--- config.mk ---
export PLATFORM = sky130hd
export DESIGN_NAME = mem_port_arbiter
export DESIGN_NICKNAME = d
export VERILOG_FILES = /design/src/rtl/mem_port_arbiter.sv
export SDC_FILE = /design/constraint.sdc
export NUM_CORES = 1
export LEC_CHECK = 0
export ABC_CLOCK_PERIOD_IN_PS = 1600
export CORE_MARGIN = 2
export CORE_UTILIZATION = 36
export CTS_CLUSTER_DIAMETER = 60
export DETAILED_ROUTE_END_ITERATION = 10
export HOLD_SLACK_MARGIN = 0.03
export PLACE_DENSITY = 0.85
export SLEW_MARGIN = 10
export SYNTH_ARGS = -nofsm -noshare
export SYNTH_HDL_FRONTEND = slang
export SYNTH_SLANG_ARGS = --single-unit
--- constraint.sdc ---
create_clock -name clk -period 1.6 [get_ports clk]
set_clock_uncertainty 0.15 [all_clocks]
set_input_delay 0.24 -clock clk [delete_from_list [all_inputs] [get_ports clk]]
set_output_delay 0.24 -clock clk [all_outputs]
set_load 0.005 [all_outputs]
--- src/rtl/mem_port_arbiter.sv ---
// Two-port (instruction fetch / data) arbiter onto a single req/gnt + rvalid memory port.
// D has priority; a saturating starvation counter forces an I grant after STARVE_LIMIT D wins.
module mem_port_arbiter #(
  parameter int ADDR_WIDTH   = 32,
  parameter int DATA_WIDTH   = 32,
  parameter int STARVE_LIMIT = 4
) (
  input  logic                    clk,
  input  logic                    rst,
  input  logic                    i_req,
  input  logic [ADDR_WIDTH-1:0]   i_addr,
  output logic [DATA_WIDTH-1:0]   i_rdata,
  output logic                    i_ready,
  input  logic                    d_req,
  input  logic                    d_we,
  input  logic [ADDR_WIDTH-1:0]   d_addr,
  input  logic [DATA_WIDTH-1:0]   d_wdata,
  input  logic [DATA_WIDTH/8-1:0] d_be,
  output logic [DATA_WIDTH-1:0]   d_rdata,
  output logic                    d_ready,
  output logic                    m_req,
  output logic                    m_we,
  output logic [ADDR_WIDTH-1:0]   m_addr,
  output logic [DATA_WIDTH-1:0]   m_wdata,
  output logic [DATA_WIDTH/8-1:0] m_be,
  input  logic                    m_gnt,
  input  logic                    m_rvalid,
  input  logic [DATA_WIDTH-1:0]   m_rdata,
  output logic                    busy
);
  localparam int BE_W  = DATA_WIDTH / 8;
  localparam int CNT_W = $clog2(STARVE_LIMIT + 1);
  localparam logic [CNT_W-1:0] LIMIT = CNT_W'(STARVE_LIMIT);

  typedef enum logic [1:0] {IDLE, REQ, WAIT, RESP} state_t;

  state_t                state_q, state_d;
  logic                  own_d_q, own_d_d;
  logic [CNT_W-1:0]      starve_cnt_q, starve_cnt_d;
  logic                  m_req_q, m_req_d;
  logic                  m_we_q, m_we_d;
  logic [ADDR_WIDTH-1:0] m_addr_q, m_addr_d;
  logic [DATA_WIDTH-1:0] m_wdata_q, m_wdata_d;
  logic [BE_W-1:0]       m_be_q, m_be_d;
  logic [DATA_WIDTH-1:0] i_rdata_q, i_rdata_d, d_rdata_q, d_rdata_d;
  logic                  i_ready_q, i_ready_d, d_ready_q, d_ready_d;
  logic                  busy_q, busy_d;
  logic                  pick_i;

  // Memory is word addressed; the byte offset is carried by the byte enables.
  logic addr_lsb_unused;
  assign addr_lsb_unused = ^{i_addr[1:0], d_addr[1:0]};

  always_comb begin
    state_d      = state_q;
    own_d_d      = own_d_q;
    starve_cnt_d = starve_cnt_q;
    m_req_d      = m_req_q;
    m_we_d       = m_we_q;
    m_addr_d     = m_addr_q;
    m_wdata_d    = m_wdata_q;
    m_be_d       = m_be_q;
    i_rdata_d    = i_rdata_q;
    d_rdata_d    = d_rdata_q;
    i_ready_d    = 1'b0;
    d_ready_d    = 1'b0;
    pick_i       = 1'b0;
    case (state_q)
      IDLE: begin
        if (i_req || d_req) begin
          pick_i  = i_req && (!d_req || starve_cnt_q == LIMIT);
          own_d_d = !pick_i;
          // Only D wins taken against a waiting I count toward starvation.
          if (!pick_i && i_req)
            starve_cnt_d = (starve_cnt_q == LIMIT) ? starve_cnt_q : starve_cnt_q + 1'b1;
          else
            starve_cnt_d = '0;
          m_req_d   = 1'b1;
          m_we_d    = pick_i ? 1'b0 : d_we;
          m_addr_d  = pick_i ? {i_addr[ADDR_WIDTH-1:2], 2'b00} : {d_addr[ADDR_WIDTH-1:2], 2'b00};
          m_wdata_d = pick_i ? '0 : d_wdata;
          m_be_d    = pick_i ? '1 : d_be;
          state_d   = REQ;
        end
      end
      REQ: begin
        if (m_gnt) begin
          m_req_d = 1'b0;
          if (m_we_q) begin
            // Posted write: completes on the grant.
            i_ready_d = !own_d_q;
            d_ready_d = own_d_q;
            state_d   = RESP;
          end else begin
            state_d = WAIT;
          end
        end
      end
      WAIT: begin
        if (m_rvalid) begin
          if (own_d_q) begin
            d_rdata_d = m_rdata;
            d_ready_d = 1'b1;
          end else begin
            i_rdata_d = m_rdata;
            i_ready_d = 1'b1;
          end
          state_d = RESP;
        end
      end
      default: state_d = IDLE;
    endcase
    busy_d = (state_d != IDLE);
  end

  always_ff @(posedge clk) begin
    if (rst) begin
      state_q      <= IDLE;
      own_d_q      <= 1'b0;
      starve_cnt_q <= '0;
      m_req_q      <= 1'b0;
      m_we_q       <= 1'b0;
      m_addr_q     <= '0;
      m_wdata_q    <= '0;
      m_be_q       <= '0;
      i_rdata_q    <= '0;
      d_rdata_q    <= '0;
      i_ready_q    <= 1'b0;
      d_ready_q    <= 1'b0;
      busy_q       <= 1'b0;
    end else begin
      state_q      <= state_d;
      own_d_q      <= own_d_d;
      starve_cnt_q <= starve_cnt_d;
      m_req_q      <= m_req_d;
      m_we_q       <= m_we_d;
      m_addr_q     <= m_addr_d;
      m_wdata_q    <= m_wdata_d;
      m_be_q       <= m_be_d;
      i_rdata_q    <= i_rdata_d;
      d_rdata_q    <= d_rdata_d;
      i_ready_q    <= i_ready_d;
      d_ready_q    <= d_ready_d;
      busy_q       <= busy_d;
    end
  end

  assign m_req   = m_req_q;
  assign m_we    = m_we_q;
  assign m_addr  = m_addr_q;
  assign m_wdata = m_wdata_q;
  assign m_be    = m_be_q;
  assign i_rdata = i_rdata_q;
  assign d_rdata = d_rdata_q;
  assign i_ready = i_ready_q;
  assign d_ready = d_ready_q;
  assign busy    = busy_q;
endmodule
==> out/metrics.csv, run 1 <==
metric,value,unit
status,"complete, but fails checks",
violations,setup timing,
die_w,127.0,µm
num_vias,5815,
io_pins,276,
rsz0062_at_grt,yes,
syn_area_per_cell,8.543,µm²
viasPerCell,5.267,
cts-root-buf,clkbuf_16,
layout-drive-gt1-share,10.98,%
cp_top_family,compound AO/OA/AOI/OAI gates,
syn_area,0.005450,mm²
fillers,1233,
grt_max_degree,65,
critPathBufInv,2,
slowest_delay,360,ps
maxCapViolations,0,
p_per_area,1099,mW/mm²
slew_violations,0,
fin_crit_sh,100.0,%
endpoint_kind,register,
fin_util,62.22,%
start_util,37.22,%
yosysWarnings,0,
crit_path_start_kind,register,
synth_seq_cells,141,
yosysTopAreaCell,dfxtp_1,
cts_tree,built,
antenna_found_initial,0,
areaGrowthSynthToFinish,67.17,%
synth_cell_types,42,
setup_viol,1,
ir_drop,0.7394,mV
drt_iter0_drc,296,
worst_slack,-0.3697,ps
grt_pass1_wl,28020,µm
fp.coreArea,0.01464,mm²
worstSkewPairLatency,410,ps
first_pass_iters,5,
routed_wl,18250,µm
cts.sinks,141,
track_usage,21.64,%
critical_path_class,reg2reg,
p_leak,3.872,nW
yosysTopAreaCellShare,51.79,%
syn_inst,638,
rows,44,
path_max_fanout,15,
ant_nets,0,
slowest_stage,dfxtp_2,
first_global_vias,5587,
dieHeight,127.0,µm
io_buffers,269,
nets,1053,
dieArea,0.01614,mm²
grt_overflow,0,
arrival,1790,ps
path_cells,inv_2 > ha_4 > a21boi_4 > clkbuf_16 > o21ai_0 > a31oi_1,
clk_pin_slew,60,ps
period_needed,1600,ps
worstPathRequired,1790,ps
timing.setup.tns,-0.3697,ps
synth.yosys.seq_area_share,51.79,%
clk_path_buf_depth,2,
post-route-drc-count,0,
hp-class,in2reg,
wire_per_inst,16.53,µm
synth.area.top_cells,"dfxtp_1 52%, nand2_1 9.0%, a21oi_1 6.2%, a32oi_1 5.3%, o21ai_0 3.9%",
cts_made_buffers,17,
h-tree-depth,4,
regArea,0.002836,mm²
antenna_cells,0,
max_freq,624.9,MHz
multi_input_area,0.002328,mm²
hpwl,12100,µm
hold_viol,0,
gp_congestion,0.8194,
[routing by layer]
layer / share of wire [%] / vias up / GRT usage [%]
li1: - / 2779 / -
met1: 40 / 2754 / 24.91
met2: 51 / 259 / 39.09
met3: 7.4 / 23 / 5.276
met4: 1.7 / 0 / 7.692
met5: 0 / - / 0
[flip-flops by register name, indices dropped and copies added (netlist names)]
signal and flops:
m_wdata 32, state_q 2, own_d_q 1, m_we 1, d_rdata 32, m_req 1
i_rdata 32, starve_cnt_q 3, i_ready 1, m_be 4, d_ready 1, m_addr 30
busy 1
[logic make-up (layout without fill, tap and decap cells)]
group	after synthesis	after routing	share of synthesized area [%]
AOI/OAI and AO/OA	208	208	23.32
xor gates and xnor gates	2	2	0.3215
adders and majority gates	7	7	1.607
buffers and inverters	68	349	6.727
DFF	141	141	51.79
muxes	1	1	0.1837
other	1	2	0.06880
and+or+nand+nor	210	210	15.98
[worst register-to-register path, cell delays in order (launching register included)]
cell and delay [ps]:
dfxtp_2 360, inv_2 50, ha_4 170, a21boi_4 300, clkbuf_16 240, o21ai_0 80
a31oi_1 180
[through the flow]
stage,setup WS [ps],hold WS (ps),cells,total power [mW],area (µm²)
CTS,-25.00,224.3,1095,9.922,8892
global placement,-213.4,291.1,1062,5.975,8432
floorplan,6.409,226.0,639,4.843,5456
finish,-0.3697,243.4,1104,10.01,9111
detailed placement,-303.3,295.7,1062,6.009,8432
global route,-39.58,244.9,1104,10.43,9111
[path summary, 6_finish.rpt]
check	slack, ps	to	cells past startpoint	from
max	-0.4	m_addr[23]$_SDFFE_PP0P_	6	starve_cnt_q[0]$_SDFFE_PP0P_
max reg2reg	-0.4	m_addr[23]$_SDFFE_PP0P_	6	starve_cnt_q[0]$_SDFFE_PP0P_
min	240	m_addr[12]$_SDFFE_PP0P_	3	d_addr[12]
min reg2reg	300	d_rdata[22]$_SDFFE_PP0P_	2	d_rdata[22]$_SDFFE_PP0P_
[power breakdown]
| group | total, mW | internal [mW] | switching [mW] |
|---|---|---|---|
| Sequential | 3.95 | 3.80 | 0.151 |
| Combinational | 1.99 | 1.09 | 0.904 |
| Clock | 4.07 | 2.50 | 1.57 |
[cell type report]
type / instances / share of cell area, %
inverter: 7 / 0.3158
tap: 184 / 2.527
multi-input combinational: 430 / 25.56
timing repair buffer: 310 / 33.82
sequential: 141 / 31.13
clock buffer: 19 / 4.861
clock inverter: 13 / 1.785
[layout by cell type (no fill, tap or decap), types with 2 or more instances in the layout]
cell type and instances:
a32oi_1 32, nand2_1 131, clkdlybuf4s50_1 133, nand3_1 31, ha_1 4, dfxtp_2 11, dlygate4sd2_1 135, buf_12 13
inv_6 3, o21ai_0 41, dfxtp_1 130, clkbuf_16 22, clkinvlp_4 3, o221a_1 4, bufinv_16 3, conb_1 2
ha_4 3, nor3_1 3, inv_1 3, o21ai_1 22, clkinv_2 3, buf_4 23, a21oi_1 68, nor2_1 34
a31oi_1 31, inv_2 3
[what timing repair did]
action,4_1_cts,5_1_grt
setup endpoints to repair,168,129
setup buffers,0,4
hold buffers,1,0
gates resized for setup,145,17
hold endpoints to repair,3,0
pin swaps,1,15
gates cloned,0,5
[cell usage after synthesis (all sizes together)]
library cell,instances
dfxtp,141
nand2,131
a21oi,68
o21ai,64
buf,40
nor2,35
a32oi,33
nand3,32
a31oi,31
clkbuf,21
ha,7
inv,7
o221a,4
nor3,3
a21bo,1
a21boi,1
a32o,1
and2,1
and3,1
and3b,1
and4,1
and4b,1
conb,1
mux2i,1
nand3b,1
nor2b,1
nor3b,1
o211ai,1
o21a,1
o21bai,1
o311a,1
o31ai,1
or2,1
xnor2,1
xor2,1
Power figures use the tool's default switching activity.
==> run 2: changes to the inputs <==
Settings changed: GPL_ROUTABILITY_DRIVEN set to 0.
==> results of run 2 <==
The final DEF is identical to that of run 1; final timing and power are the same.
==> run 3: changes to the inputs <==
Settings changed: REMOVE_ABC_BUFFERS set to 1.
==> run 3 against run 2 <==
Compared with the run above:
- the flow still finishes with violations (setup timing)
- clock-buffer cell count is 1 higher
- total power increased by 0.98%
- routed wire length rose by 4.0%
- non-clock buffer count rose by 6
- combinational power rose by 8%
- critical path type is now in2reg
- largest cell class unchanged
- largest power group unchanged
==> out/metrics.csv, run 3 (synthesis gave the netlist of run 1 again) <==
metric,value,unit,change
status,"complete, but fails checks",,unchanged
violations,setup timing,,unchanged
fp.coreArea,0.01464,mm²,unchanged
cts.sinks,141,,unchanged
power_frac_comb,21.3,%,was 19.9%
r2r_cells,7,,was 6
crit_path_start_kind,input port,,was register
num_vias,5851,,was 5815
r2r_setup_slack,-10,ps,was -0.4 ps
slowest_delay,570,ps,was 360 ps
cts-root-buf,clkbuf_16,,unchanged
critical_path_class,in2reg,,was reg2reg
worst_pin_slew,562.1,ps,
ir_drop,0.7604,mV,was 0.7394 mV
first_pass_iters,7,,was 5
wire_per_inst,17.11,µm,was 16.53 µm
post-route-drc-count,0,,unchanged
grt_overflow,0,,unchanged
h-tree-depth,4,,unchanged
ant_nets,0,,unchanged
max_freq,614.8,MHz,was 624.9 MHz
hold_viol,0,,unchanged
slew_headroom,62.47,%,
dieArea,0.01614,mm²,unchanged
p_switching,2.586,mW,was 2.622 mW
io_buffers,269,,unchanged
grt_pass1_wl,28300,µm,was 28020 µm
p_per_area,1092,mW/mm²,was 1099 mW/mm²
track_usage,21.84,%,was 21.64%
path_max_fanout,11,,was 15
hpwl,12120,µm,was 12100 µm
timing.setup.tns,-39.09,ps,was -0.3697 ps
final_common_cell,dlygate4sd2_1,,unchanged
start_util,37.22,%,unchanged
setup_viol,3,,was 1
hold-path-cell-count,3,,unchanged
switching_share,25.58,%,was 26.19%
cp_top_family,buffers and inverters,,was compound AO/OA/AOI/OAI gates
final_cell_mix,"135 x dlygate4sd2_1, 132 x clkdlybuf4s50_1, 131 x nand2_1",,"was 135 x dlygate4sd2_1, 133 x clkdlybuf4s50_1, 131 x nand2_1"
r2r-end,m_addr[17]$_SDFFE_PP0P_,,was m_addr[23]$_SDFFE_PP0P_
viasPerCell,5.276,,was 5.267
areaGrowthSynthToFinish,69.86,%,was 67.17%
instances_no_fill,1109,,was 1104
arrival,1810,ps,was 1790 ps
total_power,10.11,mW,was 10.01 mW
clk_path_buf_depth,2,,unchanged
cts_tree,built,,unchanged
cts_made_buffers,17,,unchanged
routed_wl,18970,µm,was 18250 µm
drt_iter0_drc,337,,was 296
worstPathRequired,1780,ps,was 1790 ps
p_clk_share,39.4,%,was 40.6%
period_needed,1627,ps,was 1600 ps
slowest_stage,clkdlybuf4s50_1,,was dfxtp_2
critPathBufInv,3,,was 2
slew_violations,0,,unchanged
hold_path_end,state_q[1]$_SDFF_PP0_,,was m_addr[12]$_SDFFE_PP0P_
worstReg2RegStart,starve_cnt_q[0]$_SDFFE_PP0P_,,unchanged
first_global_vias,5515,,was 5587
p_leak,3.947,nW,was 3.872 nW
fin_area,0.009258,mm²,was 0.009111 mm²
path_cells,clkdlybuf4s50_1 > buf_4 > o21a_4 > bufbuf_16 > a31oi_2,,was inv_2 > ha_4 > a21boi_4 > clkbuf_16 > o21ai_0 > a31oi_1
die_w,127.0,µm,unchanged
antenna_found_initial,0,,unchanged
dieHeight,127.0,µm,unchanged
io_pins,276,,unchanged
maxCapViolations,0,,unchanged
dp.cells,1061,,was 1062
layout-drive-gt1-share,12.54,%,was 10.98%
hold_start,rst,,was d_addr[12]
post_dp_cell_area,0.008409,mm²,was 0.008432 mm²
nets,1060,,was 1053
antenna_cells,0,,unchanged
rows,44,,unchanged
worst_slack,-26.65,ps,was -0.3697 ps
grt_max_degree,80,,was 65
clk_pin_slew,60,ps,about the same
endpoint_kind,register,,unchanged
rsz0062_at_grt,yes,,unchanged
worstSkewPairLatency,420,ps,was 410 ps
hp-class,in2reg,,unchanged
power_frac_seq,39.2,%,was 39.5%
p_int,7.526,mW,was 7.392 mW
fin_crit_sh,101.7,%,was 100.0%
-- run 3: area by class of cell --
cell class              count  area (µm²)
clock buffers              20       456.7
clock inverters            10       137.6
fillers                  1230        5386
inverters                   7       31.28
multi-input cells         431        2351
flip-flops and latches    141        2848
well taps                 184       230.2
repair buffers            316        3203
-- run 3: power by group through the flow --
stage	combinational, mW	clock [mW]	sequential [mW]
floorplan	0.632	0	4.03
global placement	1.93	0	4.02
detailed placement	1.96	0	4.02
CTS	1.95	4.06	3.95
global route	2.30	4.22	4.00
finish	2.15	3.99	3.97
-- run 3: tightest hold or removal path, delay by kind of cell --
kind | cells | cell delay [ps]
AND/OR/NAND/NOR | 2 | 200
buffers and inverters | 1 | 140
-- run 3: how the worst max path moves through the flow --
stage	startpoint	endpoint	slack [ps]	cells past startpoint
floorplan	state_q[1]$_SDFF_PP0_	m_be[0]$_SDFFE_PP0P_	-520	5
global placement	i_req	m_addr[18]$_SDFFE_PP0P_	-260	5
detailed placement	i_req	m_addr[17]$_SDFFE_PP0P_	-330	5
CTS	state_q[0]$_SDFF_PP0_	m_addr[26]$_SDFFE_PP0P_	10	7
global route	starve_cnt_q[0]$_SDFFE_PP0P_	m_addr[17]$_SDFFE_PP0P_	-60	7
finish	i_req	m_addr[28]$_SDFFE_PP0P_	-30	5
-- run 3: metal layers --
metal  global-route usage [%]  part of all wire, %
met1                    25.55                   41
met2                    37.89                   49
met3                    4.941                  7.0
met4                    10.54                  2.9
met5                        0                    0
-- run 3: per-stage QoR --
step           utilization (%)  worst slack (ps)  hold slack [ps]
2_1_floorplan                -            -517.0            159.1
5_1_grt                  63.22            -57.01            55.86
4_1_cts                  61.70             12.67            39.06
3_5_place_dp             57.42            -326.8            296.1
6_report                 63.22            -26.65            58.60
3_3_place_gp             57.42            -261.5            291.2
-- run 3: timing repair --
action,CTS,global route
hold buffers,1,0
setup buffers,4,4
hold endpoints to repair,4,0
resized for setup,162,27
cloned,4,5
setup endpoints to repair,177,58
pin swaps,2,8
==> RTL edit 1: new RTL, config.mk and constraints of run 1 <==
Change the parameter `ADDR_WIDTH` from 32 to 16.
--- a/src/rtl/mem_port_arbiter.sv
+++ b/src/rtl/mem_port_arbiter.sv
@@ -1,7 +1,7 @@
 // Two-port (instruction fetch / data) arbiter onto a single req/gnt + rvalid memory port.
 // D has priority; a saturating starvation counter forces an I grant after STARVE_LIMIT D wins.
 module mem_port_arbiter #(
-  parameter int ADDR_WIDTH   = 32,
+  parameter int ADDR_WIDTH   = 16,
   parameter int DATA_WIDTH   = 32,
   parameter int STARVE_LIMIT = 4
 ) (
Interface: changed (resized d_addr, i_addr and m_addr); port bits go from 276 to 228. No check against the original RTL was run, so the function may have changed too.
==> RTL edit 1 against run 1 <==
  * Cell area decreased by 14%
  * Total power decreased by 13%
  * Setup slack improved by 0.067 ns
  * Critical path depth decreased by 1
  * Global-route usage decreased by 1.4 points
  * Synthesized cell count decreased by 15%
  * Sequential cell count decreased by 16
  * Wire length decreased by 21%
  * Area after synthesis decreased by 13%
  * Critical path type unchanged
  * Largest cell class is now sequential cells
  * Highest routed layer unchanged
==> RTL edit 1: results (changes against run 1) <==
INFO  place          finalWeightedCongestion=0.818 [-0.22%]
INFO  place          cell_total_after_placement=912 [-14%]
INFO  clock_tree     post_cts_resize_count=126 [-13%]
INFO  drt            via_count=4,820 [-17%]
INFO  finish         final_net_count=875 [-17%]
INFO  pwr            irDropWorstVdd=711uV [-3.8%]
INFO  clock_tree     cts_root_buffer=clkbuf_16
INFO  run_status     status=finished, final reports clean
INFO  synth          synth_compound_gate_area_share=0.215 [-0.0177]
INFO  worst_setup_path worstPathMaxFanout=5 [-10]
INFO  drt            drt-pass1-iter-count=5 [unchanged]
INFO  synth          postSynth.topFlopCell=dfxtp_1
INFO  finish         post_route_cells_drive_above_1_share=0.107 [-0.00255]
INFO  place          place_ws=-0.255ns [+0.0478 ns]
INFO  synth          synth_mux_area_frac=0.00212 [+0.000279]
INFO  clock_tree     ctsHoldBuffers=1 [unchanged]
INFO  worst_setup_path crit-reg2reg-launch=state_q[1]
INFO  synth          post_synth_fa_ha_maj_area_fraction=0.0185 [+0.00244]
INFO  finish         fill_cells=1,145 [-7.1%]
INFO  synth          synth_area_per_cell=8.70squm [+1.8%]
INFO  worst_hold_path min-delay-start=m_rdata[9]
INFO  pwr            report.power.total=8.68mW [-13%]
INFO  global_routing grt_pass1_vias=4,534 [-19%]
INFO  pwr            power_switching=2.10mW [-20%]
INFO  worst_setup_path critical_path_arrival=1.65ns [-0.14 ns]
INFO  place          detailed_place.area=7200squm [-15%]
INFO  synth          synth.yosys.seq_area_share=0.529 [+0.0109]
INFO  drt            wire_per_inst=15.3um [-7.6%]
INFO  place          io_buffers=221 [-18%]
INFO  worst_setup_path longest_individual_stage_delay_on_the_worst_path=0.37ns
INFO  pwr            static_leakage=3.32nW [-14%]
INFO  worst_setup_path reg2reg_to=busy
INFO  pwr            share_seq_of_total_power=0.389 [-0.006]
INFO  worst_setup_path reg2reg_depth=5 [-1]
INFO  clock_tree     clk_transition_reported_paths=0.06ns [about the same]
INFO  global_routing grt_pass1_wl=23.0mm [-18%]
INFO  drt            drt_first_iter_violations=310 [+4.7%]
INFO  synth          yosys-top-cells-count=131 x nand2_1, 125 x dfxtp_1, 67 x a21oi_1, 34 x a32oi_1, 34 x nor2_1
INFO  worst_setup_path r2r_setup_slack=0.07ns [+0.07 ns]
INFO  finish         final_cells=946 [-14%]
INFO  worst_hold_path hold-path-endpoint=i_rdata[9]
INFO  sta            timing.hold.ws=0.260ns [+0.0163 ns]
INFO  global_routing largest_net_degree_at_the_start_of_global_routing=52 [-20%]
INFO  synth          top_area_cells_in_the_synthesized_netlist=dfxtp_1 53%, nand2_1 10%, a21oi_1 7.1%
INFO  synth          synth-xor-area-share=0.00370 [+0.000488]
INFO  worst_setup_path cp_slowest_cell=dfxtp_4
INFO  place          dpl.hpwl=9.73mm [-20%]
INFO  pwr            power.clock.fraction=0.471 [+0.065]
INFO  global_routing grt_util_all_layers=0.202 [-0.0144]
-- RTL edit 1: layer usage --
metal	vias up	global-route usage	routed length, um
li1	2330	-	-
met1	2262	0.250	6120
met2	203	0.325	6970
met3	25	0.0594	998
met4	0	0.0893	360
met5	-	0	0
-- RTL edit 1: worst max-delay path by stage --
stage	start	to	slack, ns	cells past startpoint
2_1_floorplan	state_q[0]	m_wdata[10]	0.02	7
3_3_place_gp	i_req	m_addr[9]	-0.20	5
3_5_place_dp	i_req	m_addr[10]	-0.26	5
4_1_cts	state_q[0]	m_wdata[31]	0.002	6
5_1_grt	starve_cnt_q[0]	m_wdata[15]	0.006	6
6_report	state_q[1]	busy	0.07	5
-- RTL edit 1: layout make-up --
type,count,area [sq um],share of cell area
well taps,172,215,0.0276
inverters,6,25.0,0.00321
clock inverters,15,210,0.0270
multi-input cells,365,2000,0.257
clock buffers,17,425,0.0546
flip-flops and latches,125,2510,0.322
repair buffers,246,2410,0.309
==> RTL edit 2: new RTL, config.mk and constraints of run 1 <==
Without the edit above. Take the reset off `m_wdata_q` and load it in a clocked block of its own.
--- a/src/rtl/mem_port_arbiter.sv
+++ b/src/rtl/mem_port_arbiter.sv
@@ -121,7 +121,6 @@
       m_req_q      <= 1'b0;
       m_we_q       <= 1'b0;
       m_addr_q     <= '0;
-      m_wdata_q    <= '0;
       m_be_q       <= '0;
       i_rdata_q    <= '0;
       d_rdata_q    <= '0;
@@ -135,7 +134,6 @@
       m_req_q      <= m_req_d;
       m_we_q       <= m_we_d;
       m_addr_q     <= m_addr_d;
-      m_wdata_q    <= m_wdata_d;
       m_be_q       <= m_be_d;
       i_rdata_q    <= i_rdata_d;
       d_rdata_q    <= d_rdata_d;
@@ -143,6 +141,10 @@
       d_ready_q    <= d_ready_d;
       busy_q       <= busy_d;
     end
+  end
+
+  always_ff @(posedge clk) begin
+    m_wdata_q <= m_wdata_d;
   end
 
   assign m_req   = m_req_q;
Function: changed (Yosys sat finds a counterexample within 4 cycles, from zero or initial values and one cycle with rst high).
==> RTL edit 2 against run 1 <==
  * The flow still finishes with violations (setup timing)
  * Cell area is 8.0% higher
  * Setup slack worse by 0.040 ns
  * Via count is 3.3% lower
  * Area after synthesis is 2.8% higher
  * Sequential cell count stayed put
  * Wire length is 5.9% higher
  * Total power is 1.8% higher
  * Critical endpoint is now m_addr[30]
==> RTL edit 2: results (changes against run 1) <==
INFO  place          dpl.hpwl=12.5mm [+3.0%]
INFO  synth          synth_mux_area_frac=0.00179 [-0.0000504]
INFO  synth          top_area_cells_in_the_synthesized_netlist=dfxtp_1 39%, edfxtp_1 17%, nand2_1 8.8%
INFO  worst_setup_path longest_individual_stage_delay_on_the_worst_path=0.34ns [-0.02 ns]
INFO  place          finalWeightedCongestion=0.801 [-2.2%]
INFO  synth          synth-xor-area-share=0.00313 [-0.0000883]
INFO  synth          synth_compound_gate_area_share=0.174 [-0.0591]
INFO  synth          yosys-top-cells-count=131 x nand2_1, 109 x dfxtp_1, 67 x a21oi_1, 40 x nor2_1
INFO  global_routing grt_pass1_wl=26.8mm [-4.5%]
INFO  sta            timing.final.setup_violations=14 [+13]
INFO  global_routing largest_net_degree_at_the_start_of_global_routing=39 [-40%]
INFO  run_status     status=complete, but fails checks
INFO  pwr            static_leakage=4.06nW [+4.8%]
INFO  finish         fill_cells=1,213 [-1.6%]
INFO  finish         final_net_count=1,043 [-0.95%]
INFO  synth          synth.yosys.seq_area_share=0.561 [+0.0429]
INFO  global_routing grt_util_all_layers=0.206 [-0.0101]
INFO  pwr            irDropWorstVdd=741uV [+0.19%]
INFO  drt            wirelength=19.3mm [+5.9%]
INFO  synth          post_synth_fa_ha_maj_area_fraction=0.0156 [-0.000441]
INFO  global_routing grt_pass1_vias=5,182 [-7.2%]
INFO  sta            timing.final.ws_setup=-0.0404ns [-0.0400 ns]
INFO  run_status     violations=setup timing
INFO  synth          netlist-cell-type-count=46 [+9.5%]
INFO  worst_setup_path cp_slowest_cell=dfxtp_1
==> RTL edit 2: cell count changes in the layout (fill, tap and decap cells not counted), sizes merged, moves of 3 or more <==
cell and delta:
o21ai -32, clkbuf +9, and2 +31, buf +14, a32oi -32, a211oi +4
o221a -4, inv -3, dfxtp -32, a31oi -30, nor2 +5, a311oi +31
edfxtp +32
==> RTL edit 2: final timing paths <==
| path | startpoint | slack (ns) | end |
|---|---|---|---|
| max reg2reg | state_q[0] | -0.04 | m_addr[30] |
| min | rst | 0.08 | i_rdata[26] |
| max | state_q[0] | -0.04 | m_addr[30] |
| min reg2reg | d_rdata[19] | 0.30 | d_rdata[19] |
==> RTL edit 2: stage by stage <==
stage          instance area, sq um  cells  power (mW)  utilization
2_1_floorplan                  5620    601        4.81            -
3_3_place_gp                   8680   1045        5.88        0.571
3_5_place_dp                   8680   1045        5.92        0.571
4_1_cts                        9330   1081        9.88        0.614
5_1_grt                        9840   1097        10.6        0.647
6_report                       9840   1097        10.2        0.647
==> RTL edit 2: layout make-up <==
class / instances / area (sq um) / area share
Multi-Input combinational cell: 403 / 2430 / 0.247
Sequential cell: 141 / 3160 / 0.321
Clock inverter: 7 / 72.6 / 0.00738
Timing Repair inverter: 1 / 6.26 / 0.000636
Inverter: 6 / 27.5 / 0.00280
Clock buffer: 24 / 539 / 0.0548
Tap cell: 188 / 235 / 0.0239
Timing Repair Buffer: 327 / 3370 / 0.342
==> RTL edit 2: power breakdown <==
group | total [mW] | internal, mW | switching (mW)
clock | 4.00 | 2.52 | 1.49
sequential | 4.08 | 3.95 | 0.129
combinational | 2.11 | 1.18 | 0.929
total | 10.2 | 7.65 | 2.55
==> RTL edit 2: cell families (layout without fill, tap and decap cells) <==
logic type      count (synthesis)  in the layout
compound gates                145            145
simple gates                  246            246
flops                         141            141
buf+inv                        57            365
other cells                     1              2
fa+ha+maj                       7              7
mux                             1              1
xor+xnor                        2              2
==> RTL edit 2: per-layer routing <==
metal | global-route usage | wire, um | up-vias | share of wire
met5 | 0 | 0 | - | 0
met4 | 0.0876 | 527 | 0 | 0.027
met3 | 0.0482 | 1130 | 47 | 0.058
met2 | 0.362 | 10100 | 237 | 0.52
met1 | 0.242 | 7590 | 2665 | 0.39
li1 | - | - | 2673 | -
==> RTL edit 2: what timing repair did <==
action | CTS | global route
endpoints found under the setup margin | 189 | 84
setup buffers | 2 | 4
gates cloned | 3 | 12
pin swaps | 4 | 32
resized for setup | 161 | 50
endpoints found under the hold margin | 0 | 0
